**config.mk**
```make
export PLATFORM = sky130hd
export DESIGN_NAME = adc_capture
export DESIGN_NICKNAME = d
export VERILOG_FILES = /design/src/rtl/adc_pkg.sv /design/src/rtl/adc_clk_gen.sv /design/src/rtl/adc_capture.sv
export SDC_FILE = /design/constraint.sdc
export NUM_CORES = 1
export LEC_CHECK = 0
export ABC_CLOCK_PERIOD_IN_PS = 2900
export CORE_ASPECT_RATIO = 1.25
export CORE_MARGIN = 2
export CORE_UTILIZATION = 45
export CTS_CLUSTER_DIAMETER = 100
export DETAILED_ROUTE_END_ITERATION = 8
export HOLD_SLACK_MARGIN = 0.15
export PLACE_DENSITY = 0.8
export RECOVER_POWER = 25
export SLEW_MARGIN = 10
export SYNTH_ARGS = -nofsm -noshare
export SYNTH_HDL_FRONTEND = slang
export SYNTH_SLANG_ARGS = --single-unit
```
**constraint.sdc**
```tcl
create_clock -name clk -period 2.9 [get_ports clk]
set_clock_uncertainty 0.2 [all_clocks]
set_input_delay 0.29 -clock clk [delete_from_list [all_inputs] [get_ports clk]]
set_output_delay 0.29 -clock clk [all_outputs]
set_load 0.005 [all_outputs]
```
**src/rtl/adc_pkg.sv**
```systemverilog
// Shared types and helpers for the ADC capture front end.
package adc_pkg;

   localparam int DEF_DATA_WIDTH = 14;
   localparam int DEF_CNT_WIDTH  = 16;

   typedef enum logic [1:0] {
      IDLE,
      CAPTURE,
      DONE
   } state_t;

   // Offset-binary to two's complement is a flip of the sample MSB; en=0 passes raw.
   function automatic logic [31:0] ob_to_tc(input logic [31:0] raw,
                                            input int unsigned msb,
                                            input logic en);
      logic [31:0] mask;
      mask = 32'(en) << msb;
      return raw ^ mask;
   endfunction

endpackage

```
**src/rtl/adc_clk_gen.sv**
```systemverilog
// Free-running conversion clock divider: 50% duty adc_clk and a sample strobe
// on the last cycle of each conversion period.
module adc_clk_gen #(
   parameter int CLK_DIV = 4
) (
   input  logic clk,
   input  logic rst_n,
   output logic adc_clk,
   output logic stb
);

   localparam int CW = $clog2(CLK_DIV);

   logic [CW-1:0] div_cnt;
   logic [CW-1:0] div_nxt;

   always_comb begin
      div_nxt = (div_cnt == CW'(CLK_DIV - 1)) ? '0 : div_cnt + CW'(1);
   end

   // adc_clk is registered from the next count so it tracks div_cnt in the same cycle
   always_ff @(posedge clk) begin
      if (!rst_n) begin
         div_cnt <= '0;
         adc_clk <= 1'b0;
      end else begin
         div_cnt <= div_nxt;
         adc_clk <= (div_nxt >= CW'(CLK_DIV / 2));
      end
   end

   assign stb = (div_cnt == CW'(CLK_DIV - 1));

endmodule

```
**src/rtl/adc_capture.sv**
```systemverilog
// ADC capture: registers each conversion, converts to two's complement and
// writes bursts into the sample FIFO, dropping and counting samples when full.
module adc_capture
   import adc_pkg::*;
#(
   parameter int DATA_WIDTH = DEF_DATA_WIDTH,
   parameter int CLK_DIV    = 4,
   parameter int BURST_LEN  = 1024,
   parameter int CNT_WIDTH  = DEF_CNT_WIDTH,
   parameter int TWOS_COMP  = 1
) (
   input  logic                  clk,
   input  logic                  rst_n,
   input  logic                  start,
   input  logic                  abort,
   input  logic [DATA_WIDTH-1:0] adc_data,
   input  logic                  adc_otr,
   input  logic                  fifo_full,
   output logic                  adc_clk,
   output logic                  wr_en,
   output logic [DATA_WIDTH-1:0] wr_data,
   output logic                  busy,
   output logic                  done,
   output logic                  otr_flag,
   output logic [CNT_WIDTH-1:0]  ovf_cnt
);

   function automatic logic [CNT_WIDTH-1:0] sat_inc(input logic [CNT_WIDTH-1:0] v);
      return (&v) ? v : v + CNT_WIDTH'(1);
   endfunction

   state_t                state;
   state_t                state_nxt;
   logic                  stb_p0;
   logic                  vld_p1;
   logic [DATA_WIDTH-1:0] wr_data_p1;
   logic [CNT_WIDTH-1:0]  sample_cnt;
   logic [CNT_WIDTH-1:0]  ovf_cnt_r;
   logic                  otr_flag_r;

   adc_clk_gen #(
      .CLK_DIV (CLK_DIV)
   ) u_clk_gen (
      .clk     (clk),
      .rst_n   (rst_n),
      .adc_clk (adc_clk),
      .stb     (stb_p0)
   );

   always_comb begin
      state_nxt = state;
      case (state)
         IDLE: begin
            if (start) state_nxt = CAPTURE;
         end
         CAPTURE: begin
            if (abort) begin
               state_nxt = IDLE;
            end else if ((BURST_LEN != 0) && (sample_cnt == CNT_WIDTH'(BURST_LEN))) begin
               state_nxt = DONE;
            end
         end
         DONE:    state_nxt = IDLE;
         default: state_nxt = IDLE;
      endcase
   end

   // Stage p0 -> p1: strobe cycle registers the sample; write follows one cycle later
   always_ff @(posedge clk) begin
      if (!rst_n) begin
         state      <= IDLE;
         vld_p1     <= 1'b0;
         wr_data_p1 <= '0;
         sample_cnt <= '0;
         ovf_cnt_r  <= '0;
         otr_flag_r <= 1'b0;
      end else begin
         state  <= state_nxt;
         vld_p1 <= stb_p0 && (state == CAPTURE) && !fifo_full;
         if (stb_p0) begin
            wr_data_p1 <= DATA_WIDTH'(ob_to_tc(32'(adc_data), DATA_WIDTH - 1, TWOS_COMP != 0));
         end
         if ((state == IDLE) && start) begin
            sample_cnt <= '0;
            ovf_cnt_r  <= '0;
            otr_flag_r <= 1'b0;
         end else if ((state == CAPTURE) && stb_p0) begin
            sample_cnt <= sample_cnt + CNT_WIDTH'(1);
            if (fifo_full) ovf_cnt_r <= sat_inc(ovf_cnt_r);
            if (adc_otr)   otr_flag_r <= 1'b1;
         end
      end
   end

   assign wr_en    = vld_p1;
   assign wr_data  = wr_data_p1;
   assign busy     = (state == CAPTURE);
   assign done     = (state == DONE);
   assign otr_flag = otr_flag_r;
   assign ovf_cnt  = ovf_cnt_r;

endmodule

```
Word level (Yosys, flattened, before mapping)
Index checks and enable logic that the tools add are counted.
- magnitude comparators: 1
- reductions and logical operators: 10
- equal/unequal tests: 6
- multiplexer cells: 5
- bitwise gates (word level): 3
- add/subtract/negate cells: 3
- operators by type and width (kind ; number):
    $add 16x1->16 const B ; 2
    $eq 16x11->1 const B ; 1
    $reduce_and 16->1 ; 1
    $mux 2 ; 4
    $eq 2x2->1 const B ; 2
    $pmux 2 s2 ; 1
    $reduce_and 2->1 ; 2
    $logic_and 1x1->1 ; 3
    $ne 3x2->1 const B ; 1
    $not 1->1 ; 3
    $reduce_and 3->1 ; 1
    $add 2x1->2 const B ; 1
    $eq 2x1->1 const B ; 1
    $ge 2x2->1 const B ; 1
    $logic_not 2->1 ; 1
    $ne 2x2->1 const B ; 1
    $reduce_or 2->1 ; 1
    $logic_not 1->1 ; 1
- register bits: 53
- bits of input ports: 20

Longest topological paths before layout
Gate-level depths: netlist of the first run.
- depth after elaboration: 4
- gate-level depth with buffers: 7
- mapped depth without buffers: 6

Cells and area by module
From an unflattened synthesis of the first run, not the netlist that was laid out.
- cells, all modules: 258
- area total of the unflattened synthesis: 2322.2 µm²
- modules (own cells, without submodules) (module ; times used ; area an instance (µm²) ; cells each):
    adc_capture ; 1 ; 2250.9 ; 253
    adc_clk_gen ; 1 ; 71.3 ; 5

Worst setup path after synthesis of the first run
Ideal clock, no wire load.
- path kind: register -> register
- start: register u_clk_gen.div_cnt[1]
- end: register sample_cnt[15]
- cell stages (with the launch flop): 8
- period minus slack after synthesis: 2.165 ns
- path slack: 0.735 ns
- path buffers: 2
- data required time: 2.630 ns
- setup time: 0.070 ns
- data arrival time: 1.894 ns
- path through: dfxtp_1 ha_1 buf_6 nand4b_4 or4_1 buf_2 or3_1 a21oi_1
- longest elaborated chain between the ends: 2
- ends and longest elaborated chain (item ; line ; source):
    start: declaration ; adc_clk_gen.sv:14 ; logic [CW-1:0] div_cnt;
    start signal: assignment ; adc_clk_gen.sv:27 ; div_cnt <= div_nxt;
    $eq 2x2->1 ; adc_clk_gen.sv:32 ; assign stb = (div_cnt == CW'(CLK_DIV - 1));
    $logic_and 1x1->1 ; adc_capture.sv:87 ; end else if ((state == CAPTURE) && stb_p0) begin
    end signal: assignment ; adc_capture.sv:88 ; sample_cnt <= sample_cnt + CNT_WIDTH'(1);
    end: declaration ; adc_capture.sv:37 ; logic [CNT_WIDTH-1:0] sample_cnt;
No other way between the ends.
A chain may end at the register's enable or synchronous reset.

Final worst setup path of the first run
Same ends and word-level chain as after synthesis.

==> metrics.md, run 1 <==
| Metric | Value |
|---|---|
| Wire per inst | `13.58 um` |
| Die X | `68.48 um` |
| Seq cells post-synth | `52` |
| Comb power frac | `0.082` |
| Row cnt | `29` |
| Clk pwr share | `0.338` |
| Clock transition at path regs | `0.09 ns` |
| Setup TNS | `0 ns` |
| Postcts setup bufs | `0` |
| Syn Area/Cell | `8.825 um2` |
| Outcome | `completed` |
| Setup CP Type | `flip-flop to flip-flop` |
| Gpl congestion | `0.8515` |
| Crit-path max FO | `9` |
| Resized cells post-CTS | `0` |
| Sw frac | `0.2268` |
| Hold_buf cts | `0` |
| TritonCTS buffer count | `5` |
| RSZ-0062 raised after global routing | `false` |
| Unique masters post-synth | `38` |
| Top post-synthesis cells by area | `dfxtp_1 (45%), mux2i_1 (6.4%), a21oi_1 (4.7%)` |
| Xor-xnor portion of the synthesized cell area | `0.02996` |
| Initial Util | `0.4637` |
| Most frequent cells in the layout | `dfxtp_1 (52), clkdlybuf4s50_1 (51), nor2_1 (28), a21oi_1 (22), nand2_1 (18)` |
| Min cycle time layout | `2.247 ns` |
| WP data required | `2.94 ns` |
| Placed Cells | `372` |
| CP startpoint kind | `flip-flop` |
| Post-synthesis sequential area ratio | `0.4452` |
| Antenna Nets Post-Route | `0` |
| Post-DP Area | `2920 um2` |
| Port bufs | `54` |
| Crit share post-route | `0.7748` |
| Die H | `84.60 um` |
| Layout Area Growth over Synthesis | `28.73%` |
| Synthesized-area fraction occupied by adder cells | `0.02140` |
| Hold Vio Cnt, Final | `0` |
| Most common cell after layout, fill and taps aside | `dfxtp_1` |
| Mapped Cells | `265` |
| DR pass1 iterations | `4` |
| I/O Pins | `55` |
| Power per Cell Area | `421.9 nW/um2` |
| Syn nets | `289` |
| Via Count | `2,119` |
| Number of global-route vias before repair | `1,961` |
| Maximum buffer depth of the clock tree | `2` |
| Post-Syn Area | `2338 um2` |
| Worst Hold Class | `flip-flop to flip-flop` |
| CTS tree | `built` |
| Psw | `0.0002881 W` |
| H-tree depth | `2` |
| Max cap viols | `0` |
| Root buf cell | `clkbuf_8` |
| Post-synthesis compound-gate area fraction | `0.1134` |
| Routed WL | `5.161 mm` |
| Die area | `5793 um2` |
| Yosys top cell by area | `dfxtp_1` |
| CTS sink cnt | `52` |
| F_max | `0.4450 GHz` |
| Maximum VDD drop | `229.3 uV` |
| Number of vias per cell | `5.576` |
| Top-area cell type share of the netlist area | `0.4452` |
| Largest family of logic cells by synthesized area | `simple AND/OR/NAND/NOR gates` |
| Drt drc | `0` |
| CORE AREA | `5044 um2` |
| Simple-Gate Fraction of Synth Area | `0.2862` |
| Crit. End Element | `flip-flop` |
| Clk Latency, worst-skew pair | `0.31 ns` |
| Max Slew Vio Count | `0` |
| Internal power | `0.0009822 W` |
| DRT iter0 DRCs | `182` |
| Antenna violations before repair | `0` |
| Global-route wire length before repair | `8.604 mm` |
| Sequential share of power | `0.579` |
| Total track usage | `0.1892` |
| Fin area | `3010 um2` |
| Layout cells sized above 1 | `0.03459` |
| Hpwl dp | `3.669 mm` |
| Total congestion overflow | `0` |
| Antenna diodes | `0` |
| Final setup violating endpoints | `0` |
| Largest net degree at the start of global routing | `31` |
| Arrival time worst endpoint | `2.29 ns` |
| YS warnings | `0` |
| Lkg Pwr | `0.9699 nW` |
| Fin nets | `341` |
| Relative slew slack | `0.3144` |
| Layout Cells excl Fill | `380` |
| Worst-margin pin slew | `1.028 ns` |
| Mux cell area share after synthesis | `0.06421` |
-- flip-flops by register name (all words and copies together), names as in the netlist --
register / flops
ovf_cnt: 16
sample_cnt: 16
wr_data: 14
otr_flag: 1
wr_en: 1
u_clk_gen.div_cnt: 2
state: 2
-- per-layer routing --
layer,vias to the layer above,global-route usage,part of all wire
met5,-,0,0
met4,0,0.08364,0.019
met3,7,0.05496,0.053
met2,51,0.2972,0.49
met1,1003,0.2349,0.44
li1,1058,-,-
-- path summary, 6_finish.rpt --
path	from	endpoint	slack, ns	cells after the start
worst max-delay path	u_clk_gen.div_cnt[1]	sample_cnt[15]	0.65	5
worst min register to register	u_clk_gen.div_cnt[0]	u_clk_gen.div_cnt[0]	0.23	1
worst min-delay path	u_clk_gen.div_cnt[0]	u_clk_gen.div_cnt[0]	0.23	1
worst max register to register	u_clk_gen.div_cnt[1]	sample_cnt[15]	0.65	5
-- power by group through the flow --
stage | Sequential (W) | Combinational, W | Clock, W
finish | 0.000736 | 0.000105 | 0.000430
global route | 0.000738 | 0.000114 | 0.000472
CTS | 0.000736 | 0.000107 | 0.000446
detailed placement | 0.000752 | 0.000106 | 0
global placement | 0.000752 | 0.000104 | 0
floorplan | 0.000750 | 0.0000482 | 0
-- final cells by class --
cell class              count  area [um2]
fillers                   473        2033
multi-input cells         192        1205
flip-flops and latches     52        1041
repair buffers             57       559.3
clock buffers               7       86.33
well taps                  62       77.57
inverters                   9       33.78
clock inverters             1       7.507
-- kinds of logic (layout without fill, tap and decap cells) --
kind of cell,Yosys count,in the layout
flops,52,52
simple gates,119,119
mux,15,15
fa+ha+maj,4,4
buf+inv,21,74
compound gates,46,46
xor+xnor,8,8
-- cells in the mapped netlist (all sizes together) --
master	number
dfxtp	52
nor2b	2
clkbuf	7
clkinv	1
nor3	7
buf	5
a31oi	1
nor2	28
nand3	11
a211oi	2
xnor2	7
a31o	1
nand2	18
nand4b	1
inv	8
and4b	1
and3b	1
nor3b	2
nand3b	1
mux2i	15
o31ai	8
nor4	4
o311a	1
nand4	6
a21oi	22
nand2b	3
and2	2
or4	10
and4	6
ha	4
xor2	1
nor4b	3
and3	2
o21ai	11
or3	11
-- per-stage QoR --
step | util | power [W] | hold slack [ns] | setup WS, ns
finish | 0.5969 | 0.001270 | 0.2310 | 0.6531
global route | 0.5969 | 0.001323 | 0.2618 | 0.5471
CTS | 0.5976 | 0.001288 | 0.2325 | 0.6701
detailed placement | 0.5790 | 0.0008583 | 0.2190 | 0.6049
global placement | 0.5790 | 0.0008554 | 0.2094 | 0.6719
floorplan | - | 0.0007983 | 0.1661 | 0.7351
-- worst max-delay path: stages, from the launching register on --
cell      delay (ns)
dfxtp_1         0.35
ha_1            0.26
nand4b_4        0.18
or4_1           0.67
or3_1           0.38
a21oi_1         0.15
(Power assumes the default switching activity.)
==> run 2: changes to the inputs <==
Settings changed: ABC_CLOCK_PERIOD_IN_PS 2900 to 2000, CORE_UTILIZATION 45 to 44, PLACE_DENSITY 0.8 to 0.82.
Clock period 2.9 ns to 2 ns, I/O delays scaled along.
==> run 2 against run 1 <==
Clock power up 34%; sequential power up 45%; power up 43%; register-to-register slack worse by 0.60 ns; wire length up 8.5%; critical endpoint is now sample_cnt[10]; fmax up 15%.
==> metrics.md, run 2 (synthesis results as in run 1) <==
| Metric | Value |
|---|---|
| Reg2Reg Setup Slack | `0.05 ns (-0.60 ns)` |
| Drt drc | `0 (unchanged)` |
| Arrival time worst endpoint | `1.99 ns (-0.30 ns)` |
| Row cnt | `29 (unchanged)` |
| TritonCTS buffer count | `5 (unchanged)` |
| Antenna Nets Post-Route | `0 (unchanged)` |
| CP startpoint kind | `flip-flop` |
| CTS tree | `built` |
| Most common cell after layout, fill and taps aside | `clkdlybuf4s50_1` |
| Maximum buffer depth of the clock tree | `2 (unchanged)` |
| Power per Cell Area | `558.5 nW/um2 (+32%)` |
| DRT iter0 DRCs | `143 (-21%)` |
| Hold_buf cts | `0 (unchanged)` |
| Clk Latency, worst-skew pair | `0.31 ns (about the same)` |
| I/O Pins | `55 (unchanged)` |
| Gpl congestion | `0.8936 (+4.9%)` |
| Number of vias per cell | `5.556 (-0.37%)` |
| Crit. Startpoint | `u_clk_gen.div_cnt[1]` |
| Relative slew slack | `0.6470 (+0.3326)` |
| Hold path depth | `1 (unchanged)` |
| Final setup violating endpoints | `0 (unchanged)` |
| Fin nets | `365 (+7.0%)` |
| Crit-path max FO | `6 (-3)` |
| Max cap viols | `0 (unchanged)` |
| Min cycle time layout | `1.946 ns (-0.3006 ns)` |
| Die H | `85.51 um (+1.1%)` |
| Crit. End Element | `flip-flop` |
| Worst-margin pin slew | `0.5246 ns (-0.5037 ns)` |
| Hold EP | `u_clk_gen.div_cnt[0]` |
| Antenna diodes | `0 (unchanged)` |
| Number of global-route vias before repair | `2,137 (+9.0%)` |
| Global-route wire length before repair | `9.653 mm (+12%)` |
| Layout Area Growth over Synthesis | `38.63%` |
| Worst Hold Class | `flip-flop to flip-flop` |
| Initial Util | `0.4571 (-0.006577)` |
| Clock transition at path regs | `0.09 ns (about the same)` |
| Total track usage | `0.1981 (+0.008873)` |
| Hpwl dp | `4.116 mm (+12%)` |
| Setup TNS | `0 ns (unchanged)` |
| CORE AREA | `5116 um2 (+1.4%)` |
| Port bufs | `54 (unchanged)` |
| Worst R2R End | `sample_cnt[10]` |
| Min-delay src | `u_clk_gen.div_cnt[0]` |
| Crit share post-route | `0.9732 (+0.1984)` |
| WP data required | `2.04 ns (-0.90 ns)` |
| H-tree depth | `2 (unchanged)` |
| FF-to-FF path depth | `5 (unchanged)` |
| Layout cells sized above 1 | `0.1437 (+0.1091)` |
| Routed WL | `5.602 mm (+8.5%)` |
| Most frequent cells in the layout | `clkdlybuf4s50_1 (54), dfxtp_1 (49), nor2_1 (28), buf_4 (26), a21oi_1 (20)` |
| RSZ-0062 raised after global routing | `true` |
| Outcome | `completed` |
| Wire per inst | `13.90 um (+2.3%)` |
| R2r startpoint | `u_clk_gen.div_cnt[1]` |
| DR pass1 iterations | `4 (unchanged)` |
| Via Count | `2,239 (+5.7%)` |
| Maximum VDD drop | `432.3 uV (+89%)` |
| Post-DP Area | `3124 um2 (+7.0%)` |
| Die area | `5917 um2 (+2.2%)` |
| Max Slew Vio Count | `0 (unchanged)` |
| Setup CP Type | `flip-flop to flip-flop` |
| Die X | `69.21 um (+1.1%)` |
| F_max | `0.5138 GHz (+15%)` |
| Hold Vio Cnt, Final | `0 (unchanged)` |
| Fin area | `3242 um2 (+7.7%)` |
| Antenna violations before repair | `0 (unchanged)` |
| Root buf cell | `clkbuf_8` |
| Largest net degree at the start of global routing | `31 (unchanged)` |
| CTS sink cnt | `52 (unchanged)` |
| Lkg Pwr | `1.090 nW (+12%)` |
| Total congestion overflow | `0 (unchanged)` |
run 2: cell count changes in the layout (fill, tap and decap cells not counted), sizes merged:
cell           change
buf               +25
clkbuf             -3
clkdlybuf4s50      +3
clkinv             +1
dlygate4sd3        -3
run 2: cell type report:
type	instances	area, um2
Inverter	9	33.78
Fill cell	440	1874
Clock buffer	5	68.82
Tap cell	62	77.57
Multi-Input combinational cell	192	1246
Sequential cell	52	1047
Timing Repair Buffer	81	755.7
Clock inverter	2	12.51
run 2: worst max-delay path by stage:
| stage | slack (ns) | cells after the start | to |
|---|---|---|---|
| 3_5_place_dp | -0.05 | 5 | ovf_cnt[13] |
| 5_1_grt | -0.02 | 5 | sample_cnt[12] |
| 3_3_place_gp | -0.04 | 5 | ovf_cnt[8] |
| 4_1_cts | 0.02 | 5 | ovf_cnt[3] |
| 2_1_floorplan | -0.02 | 7 | sample_cnt[11] |
| 6_report | 0.05 | 5 | sample_cnt[10] |
run 2: worst max-delay path, cell delays in order, from the launching register on:
cell      delay, ns
dfxtp_2        0.36
ha_4           0.17
nand4b_4       0.11
or4_4          0.59
or3_1          0.34
a21oi_2        0.12
run 2: power by group:
part           leakage, nW  switching (W)  total [W]  internal, W
logic                0.629      0.0000660   0.000166     0.000100
registers            0.421      0.0000141    0.00107      0.00105
clock network       0.0400       0.000339   0.000577     0.000238
total                 1.09       0.000419    0.00181      0.00139
run 2: per-layer routing:
layer,vias to the layer above,wire (um),track usage
met1,1036,2330,0.2310
li1,1114,-,-
met4,0,210,0.09804
met5,-,0,0
met3,18,314,0.04935
met2,71,2746,0.3392
run 2: timing repair:
action	in CTS	in global routing
endpoints found under the hold margin	0	0
setup buffers	0	1
gates cloned	0	0
pin swaps	0	8
endpoints found under the setup margin	2	11
gates resized for setup	2	9
run 2: metrics by stage:
stage               total power, W  instances  worst slack, ns  hold WS, ns    util
floorplan                 0.001162        265         -0.01900      0.07615       -
global placement          0.001255        395         -0.03536       0.2266  0.6107
detailed placement        0.001260        395         -0.04823       0.2430  0.6107
CTS                       0.001831        402          0.01521       0.2429  0.6270
global route              0.001888        403         -0.02056       0.2479  0.6337
finish                    0.001811        403          0.05368       0.2461  0.6337
==> run 3: changes to the inputs <==
Settings changed: MAX_ROUTING_LAYER set to met4.
==> run 3 against run 2 <==
Sequential cell count did not move; worst setup slack improved by 0.00053 ns; cell area did not move.
==> metrics.md, run 3 (synthesis results as in run 1) <==
| Metric | Value |
|---|---|
| Die area | `5917 um2 (unchanged)` |
| Fin area | `3242 um2 (unchanged)` |
| FF-to-FF path depth | `5 (unchanged)` |
| Number of vias per cell | `5.548 (-0.13%)` |
| Crit. End Element | `flip-flop` |
| Global-route wire length before repair | `9.639 mm (-0.15%)` |
| Maximum buffer depth of the clock tree | `2 (unchanged)` |
| Routed WL | `5.598 mm (about the same)` |
| Sequential share of power | `0.590 (about the same)` |
| Lkg Pwr | `1.090 nW (unchanged)` |
| Reg2Reg Setup Slack | `0.05 ns (about the same)` |
| Hold Vio Cnt, Final | `0 (unchanged)` |
| Die X | `69.21 um (unchanged)` |
| H-tree depth | `2 (unchanged)` |
| Maximum VDD drop | `432.2 uV (about the same)` |
| Internal power | `0.001391 W (about the same)` |
| Wire per inst | `13.89 um (about the same)` |
| Total track usage | `0.2038 (+0.005671)` |
| Crit share post-route | `0.9729 (about the same)` |
| Crit-path max FO | `6 (unchanged)` |
| Clk pwr share | `0.319 (about the same)` |
| DR pass1 iterations | `4 (unchanged)` |
| Hold EP | `u_clk_gen.div_cnt[0]` |
| Layout Cells excl Fill | `403 (unchanged)` |
| Worst Hold Class | `flip-flop to flip-flop` |
| Layout cells sized above 1 | `0.1437 (unchanged)` |
| Max Slew Vio Count | `0 (unchanged)` |
| Layout Area Growth over Synthesis | `38.63% (unchanged)` |
| Relative slew slack | `0.6470 (unchanged)` |
| CTS sink cnt | `52 (unchanged)` |
| I/O Pins | `55 (unchanged)` |
| Comb power frac | `0.092 (about the same)` |
| Largest net degree at the start of global routing | `31 (unchanged)` |
| Most common cell after layout, fill and taps aside | `clkdlybuf4s50_1` |
| Drt drc | `0 (unchanged)` |
| Psw | `0.0004193 W (about the same)` |
| Gpl congestion | `0.9087 (+1.7%)` |
| Fin nets | `365 (unchanged)` |
| Min cycle time layout | `1.946 ns (-0.0005269 ns)` |
| Antenna diodes | `0 (unchanged)` |
| Reg area | `1047 um2 (unchanged)` |
| Final Core Density | `0.6337 (unchanged)` |
| TritonCTS buffer count | `5 (unchanged)` |
| WHS | `0.2461 ns (+0.000001000 ns)` |
| Port bufs | `54 (unchanged)` |
| Root buf cell | `clkbuf_8` |
| RSZ-0062 raised after global routing | `true` |
| Fill count | `440 (unchanged)` |
| CORE AREA | `5116 um2 (unchanged)` |
| Number of global-route vias before repair | `2,138 (+0.047%)` |
| Outcome | `completed` |
| CP startpoint kind | `flip-flop` |
| Worst-margin pin slew | `0.5246 ns (unchanged)` |
| WP data required | `2.04 ns (about the same)` |
| DRT iter0 DRCs | `145 (+1.4%)` |
| Max cap viols | `0 (unchanged)` |
| Row cnt | `29 (unchanged)` |
| Total congestion overflow | `0 (unchanged)` |
| Final worst slack | `0.05420 ns (+0.0005269 ns)` |
| Worst R2R End | `sample_cnt[10]` |
| Sw frac | `0.2316 (about the same)` |
| Setup CP Type | `flip-flop to flip-flop` |
| Arrival time worst endpoint | `1.99 ns (about the same)` |
| Placed Cells | `395 (unchanged)` |
| Hold path depth | `1 (unchanged)` |
| CTS tree | `built` |
| F_max | `0.5139 GHz (about the same)` |
| Min-delay src | `u_clk_gen.div_cnt[0]` |
| Most frequent cells in the layout | `clkdlybuf4s50_1 (54), dfxtp_1 (49), nor2_1 (28), buf_4 (26), a21oi_1 (20)` |
| Setup Slack @ Placement | `-0.04823 ns (unchanged)` |
| Antenna Nets Post-Route | `0 (unchanged)` |
| Clock transition at path regs | `0.09 ns (about the same)` |
| Multi-input gate area | `1246 um2 (unchanged)` |
| Initial Util | `0.4571 (unchanged)` |
| Via Count | `2,236 (-0.13%)` |
| Antenna violations before repair | `0 (unchanged)` |
| Post-DP Area | `3124 um2 (unchanged)` |
| R2r startpoint | `u_clk_gen.div_cnt[1]` |
| Clk Latency, worst-skew pair | `0.31 ns (about the same)` |
| Power per Cell Area | `558.5 nW/um2 (about the same)` |
| Final setup violating endpoints | `0 (unchanged)` |
| Die H | `85.51 um (unchanged)` |
| Hpwl dp | `4.116 mm (unchanged)` |
==> run 3: cell counts in the layout (fill, tap and decap cells not counted) <==
No cell type changed its count.
==> run 3: what timing repair did <==
action / 4_1_cts / 5_1_grt
pin swaps: 0 / 8
setup buffers: 0 / 1
hold buffers: 0 / 0
gates resized for setup: 2 / 9
endpoints found under the setup margin: 2 / 11
==> run 3: per-layer routing <==
layer / routed length (um) / track usage / vias up / share of wire
met4: 210 / 0.09804 / 0 / 0.038
met1: 2349 / 0.2310 / 1036 / 0.42
met5: 0 / - / - / 0
li1: - / - / 1114 / -
met3: 291 / 0.04700 / 18 / 0.052
met2: 2746 / 0.3400 / 68 / 0.49
==> run 3: cell type report <==
cell class,instances,share of cell area
Clock buffer,5,0.02123
Clock inverter,2,0.003860
Inverter,9,0.01042
Multi-Input combinational cell,192,0.3844
Sequential cell,52,0.3230
Tap cell,62,0.02393
Timing Repair Buffer,81,0.2331
==> run 3: stage by stage <==
stage          total power [W]  setup TNS (ns)
2_1_floorplan         0.001162        -0.05691
3_3_place_gp          0.001255        -0.08497
3_5_place_dp          0.001260         -0.1872
4_1_cts               0.001831               0
5_1_grt               0.001888        -0.02732
6_report              0.001811               0
==> run 3: worst max-delay path by stage <==
stage	startpoint	depth (start not counted)	endpoint
global route	u_clk_gen.div_cnt[1]	5	sample_cnt[12]
finish	u_clk_gen.div_cnt[1]	5	sample_cnt[10]
global placement	fifo_full	5	ovf_cnt[8]
floorplan	u_clk_gen.div_cnt[0]	7	sample_cnt[11]
CTS	ovf_cnt[1]	5	ovf_cnt[3]
detailed placement	fifo_full	5	ovf_cnt[13]
==> run 3: power by group through the flow <==
stage               Sequential, W  Clock (W)  Combinational [W]
floorplan                 0.00109          0          0.0000712
global placement          0.00109          0           0.000163
detailed placement        0.00109          0           0.000167
CTS                       0.00107   0.000595           0.000168
global route              0.00107   0.000635           0.000182
finish                    0.00107   0.000577           0.000166
==> run 3: worst max-delay path: stages (launching register included) <==
cell      delay [ns]
dfxtp_2         0.36
ha_4            0.17
nand4b_4        0.11
or4_4           0.59
or3_1           0.34
a21oi_2         0.12
